$ cat src/rtl/iomem_pkg.sv
// Shared definitions for the iomem interconnect: FSM encoding, status word layout
// and the default peripheral page map.
package iomem_pkg;

    typedef enum logic [1:0] {
        IDLE = 2'd0,
        WAIT = 2'd1,
        RESP = 2'd2
    } iomem_state_e;

    // Status word layout: {count[15:0], last_slot[7:0], 7'b0, sticky}
    localparam int STAT_STICKY_BIT = 0;
    localparam int STAT_SLOT_LSB   = 8;
    localparam int STAT_CNT_LSB    = 16;

    localparam logic [7:0] PAGE_GPIO   = 8'h03;
    localparam logic [7:0] PAGE_AUDIO  = 8'h04;
    localparam logic [7:0] PAGE_VIDEO  = 8'h05;
    localparam logic [7:0] PAGE_SDCARD = 8'h06;
    localparam logic [7:0] PAGE_I2C    = 8'h07;

    function automatic logic [31:0] pack_status(input logic [15:0] cnt,
                                                input logic [7:0]  last_slot,
                                                input logic        sticky);
        logic [31:0] word;
        word                                = 32'h0000_0000;
        word[STAT_CNT_LSB +: 16]            = cnt;
        word[STAT_SLOT_LSB +: 8]            = last_slot;
        word[STAT_STICKY_BIT]               = sticky;
        return word;
    endfunction

endpackage

$ cat src/rtl/iomem_timeout_ctr.sv
// Per-access WAIT timer, saturating timeout event counter, status fields and
// the one-cycle timeout interrupt pulse.
module iomem_timeout_ctr
    import iomem_pkg::*;
#(
    parameter int TIMEOUT_CYCLES = 1024,
    parameter int CNT_W          = 16
) (
    input  logic        clk,
    input  logic        reset,
    input  logic        wait_start,
    input  logic        wait_tick,
    input  logic        tmo_event,
    input  logic        stat_clr,
    input  logic [7:0]  slot,
    output logic        tmo_hit,
    output logic [31:0] status,
    output logic        irq_timeout
);

    localparam int TMR_W = $clog2(TIMEOUT_CYCLES);

    logic [TMR_W-1:0] timer_r;
    logic [CNT_W-1:0] cnt_r;
    logic [7:0]       last_slot_r;
    logic             sticky_r;
    logic             irq_r;

    // WAIT-cycle timer, restarted on every new slot access
    always_ff @(posedge clk) begin
        if (reset) begin
            timer_r <= {TMR_W{1'b0}};
        end else if (wait_start) begin
            timer_r <= {TMR_W{1'b0}};
        end else if (wait_tick) begin
            timer_r <= timer_r + TMR_W'(1);
        end else begin
            timer_r <= timer_r;
        end
    end

    assign tmo_hit = (timer_r == TMR_W'(TIMEOUT_CYCLES - 1));

    // Status fields; the counter saturates instead of wrapping to zero
    always_ff @(posedge clk) begin
        if (reset) begin
            cnt_r       <= {CNT_W{1'b0}};
            last_slot_r <= 8'h00;
            sticky_r    <= 1'b0;
        end else if (stat_clr) begin
            cnt_r       <= {CNT_W{1'b0}};
            last_slot_r <= 8'h00;
            sticky_r    <= 1'b0;
        end else if (tmo_event) begin
            if (cnt_r != {CNT_W{1'b1}}) begin
                cnt_r <= cnt_r + CNT_W'(1);
            end else begin
                cnt_r <= cnt_r;
            end
            last_slot_r <= slot;
            sticky_r    <= 1'b1;
        end else begin
            cnt_r       <= cnt_r;
            last_slot_r <= last_slot_r;
            sticky_r    <= sticky_r;
        end
    end

    // Interrupt pulse lines up with the m_ready of the aborted access
    always_ff @(posedge clk) begin
        if (reset) begin
            irq_r <= 1'b0;
        end else begin
            irq_r <= tmo_event;
        end
    end

    assign status      = pack_status(16'(cnt_r), last_slot_r, sticky_r);
    assign irq_timeout = irq_r;

endmodule

$ cat src/rtl/iomem_interconnect.sv
// Page-decoded iomem interconnect with registered responses. Define
// IOMEM_TIMEOUT_EN to build the hung-peripheral timeout, status counters and irq.
module iomem_interconnect
    import iomem_pkg::*;
#(
    parameter int          N_SLOTS        = 8,
    parameter logic [7:0]  BASE_PAGE      = 8'h03,
    parameter logic [7:0]  STATUS_PAGE    = 8'hFF,
    parameter int          TIMEOUT_CYCLES = 1024,
    parameter logic [31:0] TIMEOUT_RDATA  = 32'hFFFF_FFFF,
    parameter int          CNT_W          = 16
) (
    input  logic                  clk,
    input  logic                  reset,
    input  logic                  m_valid,
    output logic                  m_ready,
    input  logic [3:0]            m_wstrb,
    input  logic [31:0]           m_addr,
    input  logic [31:0]           m_wdata,
    output logic [31:0]           m_rdata,
    output logic [N_SLOTS-1:0]    s_valid,
    input  logic [N_SLOTS-1:0]    s_ready,
    input  logic [32*N_SLOTS-1:0] s_rdata,
    output logic [3:0]            s_wstrb,
    output logic [31:0]           s_addr,
    output logic [31:0]           s_wdata,
    output logic                  irq_timeout
);

    localparam int SEL_W = (N_SLOTS > 1) ? $clog2(N_SLOTS) : 1;

    iomem_state_e       state_r, state_nxt_s;
    logic               m_ready_r, m_ready_nxt_s;
    logic [31:0]        m_rdata_r, m_rdata_nxt_s;
    logic [N_SLOTS-1:0] s_valid_r, s_valid_nxt_s;
    logic [SEL_W-1:0]   sel_r, sel_nxt_s;

    logic [7:0]         page_s, idx_s;
    logic               slot_hit_s, stat_hit_s;
    logic [N_SLOTS-1:0] dec_oh_s, sel_oh_s;
    logic [31:0]        sel_rdata_s;
    logic               sel_ready_s;

    logic               wait_start_s, wait_tick_s, tmo_event_s, stat_wr_s;
    logic               tmo_hit_s;
    logic [31:0]        status_s;

    assign s_wstrb = m_wstrb;
    assign s_addr  = m_addr;
    assign s_wdata = m_wdata;

    // Page decode; idx wraps below BASE_PAGE so low pages fall out as unmapped
    always_comb begin
        page_s     = m_addr[31:24];
        idx_s      = page_s - BASE_PAGE;
        slot_hit_s = ({1'b0, idx_s} < 9'(N_SLOTS));
        stat_hit_s = (page_s == STATUS_PAGE);
        dec_oh_s   = {N_SLOTS{1'b0}};
        for (int i = 0; i < N_SLOTS; i++) begin
            dec_oh_s[i] = (idx_s == 8'(i));
        end
    end

    // Return path mux for the slot latched at the start of the access
    always_comb begin
        sel_oh_s    = {N_SLOTS{1'b0}};
        sel_rdata_s = 32'h0000_0000;
        for (int i = 0; i < N_SLOTS; i++) begin
            sel_oh_s[i] = (sel_r == SEL_W'(i));
            sel_rdata_s = sel_rdata_s | (s_rdata[32*i +: 32] & {32{sel_oh_s[i]}});
        end
        sel_ready_s = |(s_ready & sel_oh_s);
    end

    // Next-state and registered-output logic
    always_comb begin
        state_nxt_s   = state_r;
        m_ready_nxt_s = 1'b0;
        m_rdata_nxt_s = m_rdata_r;
        s_valid_nxt_s = {N_SLOTS{1'b0}};
        sel_nxt_s     = sel_r;
        wait_start_s  = 1'b0;
        wait_tick_s   = 1'b0;
        tmo_event_s   = 1'b0;
        stat_wr_s     = 1'b0;
        case (state_r)
            IDLE: begin
                if (m_valid && slot_hit_s) begin
                    state_nxt_s   = WAIT;
                    s_valid_nxt_s = dec_oh_s;
                    sel_nxt_s     = SEL_W'(idx_s);
                    wait_start_s  = 1'b1;
                end else if (m_valid && stat_hit_s) begin
                    state_nxt_s   = RESP;
                    m_ready_nxt_s = 1'b1;
                    m_rdata_nxt_s = status_s;
                    stat_wr_s     = |m_wstrb;
                end else if (m_valid) begin
                    state_nxt_s   = RESP;
                    m_ready_nxt_s = 1'b1;
                    m_rdata_nxt_s = 32'h0000_0000;
                end else begin
                    state_nxt_s   = IDLE;
                end
            end
            WAIT: begin
                if (!m_valid) begin
                    state_nxt_s   = IDLE;
                end else if (sel_ready_s) begin
                    // a ready on the final timer cycle still wins over the timeout
                    state_nxt_s   = RESP;
                    m_ready_nxt_s = 1'b1;
                    m_rdata_nxt_s = sel_rdata_s;
                end else if (tmo_hit_s) begin
                    state_nxt_s   = RESP;
                    m_ready_nxt_s = 1'b1;
                    m_rdata_nxt_s = TIMEOUT_RDATA;
                    tmo_event_s   = 1'b1;
                end else begin
                    s_valid_nxt_s = s_valid_r;
                    wait_tick_s   = 1'b1;
                end
            end
            RESP: begin
                state_nxt_s = IDLE;
            end
            default: begin
                state_nxt_s = IDLE;
            end
        endcase
    end

    // FSM state and response registers
    always_ff @(posedge clk) begin
        if (reset) begin
            state_r   <= IDLE;
            m_ready_r <= 1'b0;
            m_rdata_r <= 32'h0000_0000;
            s_valid_r <= {N_SLOTS{1'b0}};
            sel_r     <= {SEL_W{1'b0}};
        end else begin
            state_r   <= state_nxt_s;
            m_ready_r <= m_ready_nxt_s;
            m_rdata_r <= m_rdata_nxt_s;
            s_valid_r <= s_valid_nxt_s;
            sel_r     <= sel_nxt_s;
        end
    end

    assign m_ready = m_ready_r;
    assign m_rdata = m_rdata_r;
    assign s_valid = s_valid_r;

`ifdef IOMEM_TIMEOUT_EN
    iomem_timeout_ctr #(
        .TIMEOUT_CYCLES (TIMEOUT_CYCLES),
        .CNT_W          (CNT_W)
    ) u_timeout_ctr (
        .clk         (clk),
        .reset       (reset),
        .wait_start  (wait_start_s),
        .wait_tick   (wait_tick_s),
        .tmo_event   (tmo_event_s),
        .stat_clr    (stat_wr_s),
        .slot        (8'(sel_r)),
        .tmo_hit     (tmo_hit_s),
        .status      (status_s),
        .irq_timeout (irq_timeout)
    );
`else
    // Without the timeout block WAIT never aborts and the status page reads zero
    localparam logic [31:0] unused_tmo_cfg = TIMEOUT_RDATA ^ 32'(TIMEOUT_CYCLES) ^ 32'(CNT_W);
    logic unused_tmo_ctl_s;
    assign unused_tmo_ctl_s = ^{wait_start_s, wait_tick_s, tmo_event_s, stat_wr_s};
    assign tmo_hit_s        = 1'b0;
    assign status_s         = 32'h0000_0000;
    assign irq_timeout      = 1'b0;
`endif

endmodule

$ cat config.mk
export PLATFORM = sky130hd
export DESIGN_NAME = iomem_interconnect
export DESIGN_NICKNAME = d
export VERILOG_FILES = /design/src/rtl/iomem_pkg.sv /design/src/rtl/iomem_timeout_ctr.sv /design/src/rtl/iomem_interconnect.sv
export SDC_FILE = /design/constraint.sdc
export NUM_CORES = 1
export LEC_CHECK = 0
export CAP_MARGIN = 5
export CORE_AREA = 2 2 175 177
export CTS_CLUSTER_DIAMETER = 80
export DETAILED_ROUTE_END_ITERATION = 16
export DIE_AREA = 0 0 177 179
export GPL_TIMING_DRIVEN = 1
export HOLD_SLACK_MARGIN = 0.12
export PLACE_DENSITY = 0.43
export SYNTH_ARGS = -nofsm -noshare
export SYNTH_HDL_FRONTEND = slang
export SYNTH_SLANG_ARGS = --single-unit
$ cat constraint.sdc
create_clock -name clk -period 2.4 [get_ports clk]
set_input_delay 0.6 -clock clk [delete_from_list [all_inputs] [get_ports clk]]
set_output_delay 0.6 -clock clk [all_outputs]
set_load 0.005 [all_outputs]
==> After elaboration in Yosys (flattened, before gate mapping) <==
Cells that the tools add are included.
{ "word_totals": {"output_inout_bits": 110, "regBits": 46, "input_bits": 335} }
{ "classes": {"add_sub_neg": 1, "n_reduce_logical": 9, "n_eq_ne": 21, "n_lt_le_gt_ge": 1, "mux": 22, "n_bitwise": 16} }
{ "ops": {"columns": ["op", "n"], "rows": [
  ["$and 32x32->32", 8],
  ["$or 32x32->32", 7],
  ["$mux 32", 5],
  ["$pmux 32 s2", 1],
  ["$eq 8x3->1 const B", 4],
  ["$mux 8", 3],
  ["$eq 8x2->1 const B", 2],
  ["$pmux 8 s2", 1],
  ["$eq 3x3->1 const B", 4],
  ["$mux 2", 5],
  ["$and 8x8->8", 1],
  ["$eq 8x1->1 const B", 1],
  ["$eq 8x8->1 const B", 1],
  ["$logic_not 8->1", 1],
  ["$lt 8x4->1 const B", 1],
  ["$reduce_or 8->1", 1],
  ["$sub 8x2->8 const B", 1],
  ["$eq 3x2->1 const B", 2],
  ["$ne 2x2->1 const B", 3],
  ["$ne 3x3->1 const B", 2],
  ["$mux 1", 5],
  ["$reduce_and 5->1", 1],
  ["$pmux 2 s2", 1],
  ["$eq 3x1->1 const B", 1],
  ["other kinds (7)", 8]
]} }

==> Depth between registers and ports, before layout <==
{ "logic_depth": {"word_depth": 12, "ltp_mapped": 8, "depth_no_buf": 6} }

==> Worst setup path before layout <==
Ideal clock, no wire load.
{ "synth_timing": {"path_kind": "in2reg", "startpoint": "input port m_addr[24]", "endpoint": "register sel_r[0]", "setup_time_ns": 0.079, "path_stages": 7, "slack_ns": 0.315, "required_time_ns": 2.321, "arrival_time_ns": 2.005, "path_buffers": 1, "path_cell_list": "ha_1 > a31oi_1 > or3_4 > a311oi_4 > buf_6 > nor2_2 > a211oi_2"} }
{ "synth_between": {"elab_chain_len": 4} }
{ "synth_rtl": {"columns": ["element", "line", "text"], "rows": [
  ["start: declaration", "iomem_interconnect.sv:18", "input logic [31:0] m_addr,"],
  ["$sub 8x2->8 (*)", "iomem_interconnect.sv:55", "idx_s = page_s - BASE_PAGE;"],
  ["$lt 8x4->1", "iomem_interconnect.sv:56", "slot_hit_s = ({1'b0, idx_s} < 9'(N_SLOTS));"],
  ["$logic_and 1x1->1", "iomem_interconnect.sv:88", "if (m_valid && slot_hit_s) begin"],
  ["$reduce_and 2->1 (no line)", null, null],
  ["end signal: assignment", "iomem_interconnect.sv:140", "sel_r <= {SEL_W{1'b0}};"],
  ["end signal: assignment", "iomem_interconnect.sv:146", "sel_r <= sel_nxt_s;"],
  ["end: declaration", "iomem_interconnect.sv:36", "logic [SEL_W-1:0] sel_r, sel_nxt_s;"]
]} }
Every way passes the cells marked *; elsewhere a longest branch is shown, timed or not.
A chain may end at the register's enable or synchronous reset.

==> Worst setup path in the final report <==
{ "layout_timing": {"startpoint": "input port m_addr[24]", "endpoint": "output port s_addr[24]"} }
{ "layout_lines": {"columns": ["element", "line", "text"], "rows": [
  ["end: declaration", "iomem_interconnect.sv:25", "output logic [31:0] s_addr,"]
]} }
No word-level cell between the ends.

==> metrics.sh <==
FF2FF_PATH_DEPTH=6
GPL.FINAL_WEIGHTED_CONGESTION=0.740
MAX_SLEW_MARGIN=0.464
GRT_SETUP_UNREPAIRED='true'
VIAS=4995
CTS_MAX_LEVEL=2
FILLER_CELL_COUNT=3234
INITIAL_ANTENNA_VIOLATION_COUNT=5
SYNTH.YOSYS.WARNINGS=0
CRITICAL_PATH.ENDPOINT_TYPE='output pin'
TIMING_WORST_SLEW_PIN_VALUE_NS=0.801
INITIALDRTVIOLATIONCOUNT=122
GRT_PASS1_VIAS=5312
FINCLKSKEW_NS=0.00344
DOMINANTREGCELLSYNTH='dfxtp_1'
GRT_MAX_DEGREE=31
REMAINING_DRC_ERRORS=0
TCRIT_TCLK_FINAL=0.990
RR_ENDPOINT='m_rdata[13]'
PATH_CLASS='in -> out'
SEQ_AREA_FRAC_SYNTH=0.201
FINAL_WORST_PATH_PERIOD_NEED_NS=2.37
CRIT_ARRIVAL_NS=1.77
CLOCK_LATENCY_NS=0.30
CP_MAX_FO=8
ANTENNA_LEFT=0
DIE_H_UM=179
DRIVE_ABOVE_1_SHARE=0.136
CRITICAL_PATH.STARTPOINT='m_addr[24]'
POST-ROUTE-UTIL=0.273
TOTALWIRELENGTH_MM=24.8
REQUIRED_TIME_OF_THE_WORST_SETUP_PATH_NS=1.80
R2R_SETUP_SLACK_NS=0.33
POSTSYNTHREGISTERBITS=46
TRITONCTS_NUM_SINKS=46
HIGHEST_ATTAINABLE_CLOCK_FREQUENCY_MHz=421
LAYOUT-AREA-OVERHEAD-VS-SYNTH_PCT=78.5
NUMBER_OF_ENABLE_TYPE_REGISTER_CELLS_IN_THE_SYNTHESIZED_NETLIST=0
NETLIST_AREA_UM2=4590
PEAKVDDDROP_V=0.000218
INITIAL_CORE_UTIL=0.153
PATH_TYPE_OF_THE_WORST_MIN_DELAY_PATH='reg -> reg'
RUN_STATUS='complete, no violations'
POWER.TOTAL_mW=2.36
PLACEMENT.SETUP.WORST_SLACK_NS=-0.285
POSTSYNTHAREAPERCELL_UM2=8.84
DETAILEDROUTE.FIRSTPASSITERATIONCOUNT=4
CLK_PATH_BUF_DEPTH=2
LARGEST_STAGE_DELAY_ON_THE_CRITICAL_PATH_NS=0.52
TOTAL_DIE_AREA_UM2=31700
TIMING.CRITICAL_PATH.DEPTH=3
HOLD_SLACK_NS=0.474
TIMING.CRITICAL_PATH.TO='s_addr[24]'
SYNTH_FP_NETS=859
WORST_PATH_MAX_DELAY_CELL='clkdlybuf4s50_1'
SYNTH-ASYNC-RESET-RATIO=0
STATIC-LEAKAGE-POWER_nW=2.83
HOLD_DEPTH=2
NUMBER_OF_PLACED_CELLS_COUNTING_WELL_TAPS=1173
REPORT.FINAL.HOLD_VIOL_COUNT=0
LAYOUTNONFILLERINSTCOUNT=1183
SYNTHDISTINCTLIBCELLS=48
DP_HPWL_MM=20.2
SLEW_VIOLATIONS=0
CRIT_TOP_CELL='clkdlybuf4s50_1'
ROWS=64
WORST_PATH_DOMINANT_CELL_FAMILY='buffers and inverters'
SYNTHESIS.INSTANCES=519
CRIT-REG2REG-LAUNCH='sel_r[1]'
POST_CTS_BUFFERS=0
POST_DRT_WL_PER_CELL_UM=20.9
PORT_BUFFERS=323
SETUP_VIOLATIONS=0
GR-TOTAL-OVERFLOW=0
WORST_PATH_BUFS_INVS=3
CLKTRANSATPATHREGS_NS=0.07
SORT_OF_ELEMENT_AT_THE_START_OF_THE_CRITICAL_PATH='input port'
DIEWIDTH_UM=177
POWER-PER-CELL-AREA_nW_PER_UM2=289
IOPINCOUNT=445
CRIT_CHAIN='clkdlybuf4s50_1 -> buf_4 -> clkdlybuf4s50_1'
GRT_PASS1_WL_MM=34.5
GRTUSAGETOTAL=0.150
CAP_VIOLATIONS=0
POST_DRT_VIA_CELL_RATIO=4.22
CLOCKROOTBUFFER='clkbuf_16'
CTS_MADE_BUFFERS=5
DESIGN.CORE.AREA_UM2=30000
FINAL.SETUP.WORST_SLACK_NS=0.0251
FINISH.NET_COUNT=1124
TRITONCTS='yes'
routing by layer:
layer  vias to the layer above  global-route usage  share of wire  wire, um
met5                         -                   0         0.0014        34
met4                         6              0.0424          0.023       567
met3                        36              0.0522          0.092      2280
met2                       235               0.272           0.50     12400
met1                      2335               0.165           0.38      9500
li1                       2383                   -              -         -
final cells by class:
class,count,area [um^2],area share
clock inverters,2,37.5,0.00459
flip-flops and latches,46,932,0.114
well taps,396,495,0.0605
diodes,2,5.00,0.000612
multi-input cells,358,2940,0.359
clock buffers,6,129,0.0157
inverters,5,18.8,0.00229
repair buffers,368,3620,0.443
worst reg2reg max path: stages (launching register included):
cell and delay [ns]:
dfxtp_4 0.70, buf_4 0.27, mux2_1 0.38, nand2_1 0.11, o221ai_1 0.10, o21ai_0 0.27
mux2i_1 0.12
cell families after synthesis:
| logic type | synth area share |
|---|---|
| simple gates | 0.148 |
| compound gates | 0.180 |
| xor+xnor | 0.00382 |
| other cells | 0.000818 |
| flops | 0.201 |
| fa+ha+maj | 0.0136 |
| mux | 0.289 |
| buf+inv | 0.164 |
what timing repair did:
action	in CTS	in global routing
gates resized for setup	0	6
hold buffers	0	0
endpoints found under the setup margin	0	41
placed cells by master (no fill, tap or decap), drive strengths merged, types with 2 or more instances in the layout:
cell type      synthesis  layout
o22a                   2       2
mux2i                 56      56
and2                   2       2
ha                     5       5
nor2                  35      35
o21ai                 19      19
nor2b                  7       7
dlymetal6s2s           0       2
diode                  0       2
mux4                  22      22
clkdlybuf4s50          0     320
dfxtp                 46      46
o221ai                 5       5
a22oi                 20      20
a31oi                  4       4
nand2                 49      49
nand2b                34      34
o22ai                  8       8
o2bb2ai                4       4
nor3b                  3       3
buf                   91      46
nand3                  3       3
a32o                   2       2
a21oi                  7       7
a32oi                  8       8
inv                    5       5
a221oi                24      24
or3                    2       2
clkbuf                19       6
mux2                  24      24
flip-flops by register name, summed over array words and instances, names as in the netlist:
| register | flops |
|---|---|
| m_rdata | 32 |
| s_valid | 8 |
| m_ready | 1 |
| state_r | 2 |
| sel_r | 3 |
Yosys cell counts (2+ instances only):
cell type | instances | share of area
buf_4 | 72 | 0.12
mux2i_1 | 56 | 0.12
nand2_1 | 49 | 0.040
dfxtp_1 | 46 | 0.20
nand2b_1 | 34 | 0.046
nor2_1 | 34 | 0.028
a221oi_1 | 24 | 0.046
mux4_2 | 22 | 0.11
a22oi_1 | 20 | 0.033
clkbuf_1 | 19 | 0.016
o21ai_0 | 18 | 0.020
mux2_2 | 17 | 0.042
buf_2 | 15 | 0.016
a32oi_1 | 8 | 0.015
a21oi_1 | 7 | 0.0076
mux2_1 | 7 | 0.017
nor2b_1 | 7 | 0.0095
o22ai_1 | 7 | 0.0095
ha_1 | 5 | 0.014
o221ai_1 | 5 | 0.0095
a31oi_1 | 4 | 0.0055
buf_6 | 4 | 0.0098
o2bb2ai_1 | 4 | 0.0076
inv_2 | 3 | 0.0025
nand3_1 | 3 | 0.0033
nor3b_1 | 3 | 0.0049
a32o_1 | 2 | 0.0044
and2_1 | 2 | 0.0027
inv_1 | 2 | 0.0016
o22a_1 | 2 | 0.0038
per-stage QoR:
stage          TNS (ns)  instance area, um^2
3_5_place_dp     -10.75                 7990
6_report              0                 8180
5_1_grt         -0.0305                 8180
4_1_cts               0                 8160
3_3_place_gp     -10.50                 7990
2_1_floorplan         0                 4590
worst min path at each step:
stage | end | startpoint | slack, ns
floorplan | m_rdata[0] | m_rdata[0] | 0.46
global placement | m_rdata[21] | m_rdata[21] | 0.46
detailed placement | m_rdata[18] | m_rdata[18] | 0.46
CTS | m_rdata[31] | m_rdata[31] | 0.48
global route | m_rdata[9] | m_rdata[9] | 0.50
finish | m_rdata[18] | m_rdata[18] | 0.47
report_power, final:
group	switching (mW)	internal, mW	total (mW)
sequential	0.00620	0.763	0.769
combinational	0.212	0.546	0.758
clock	0.343	0.493	0.837
Power figures use the tool's default switching activity.
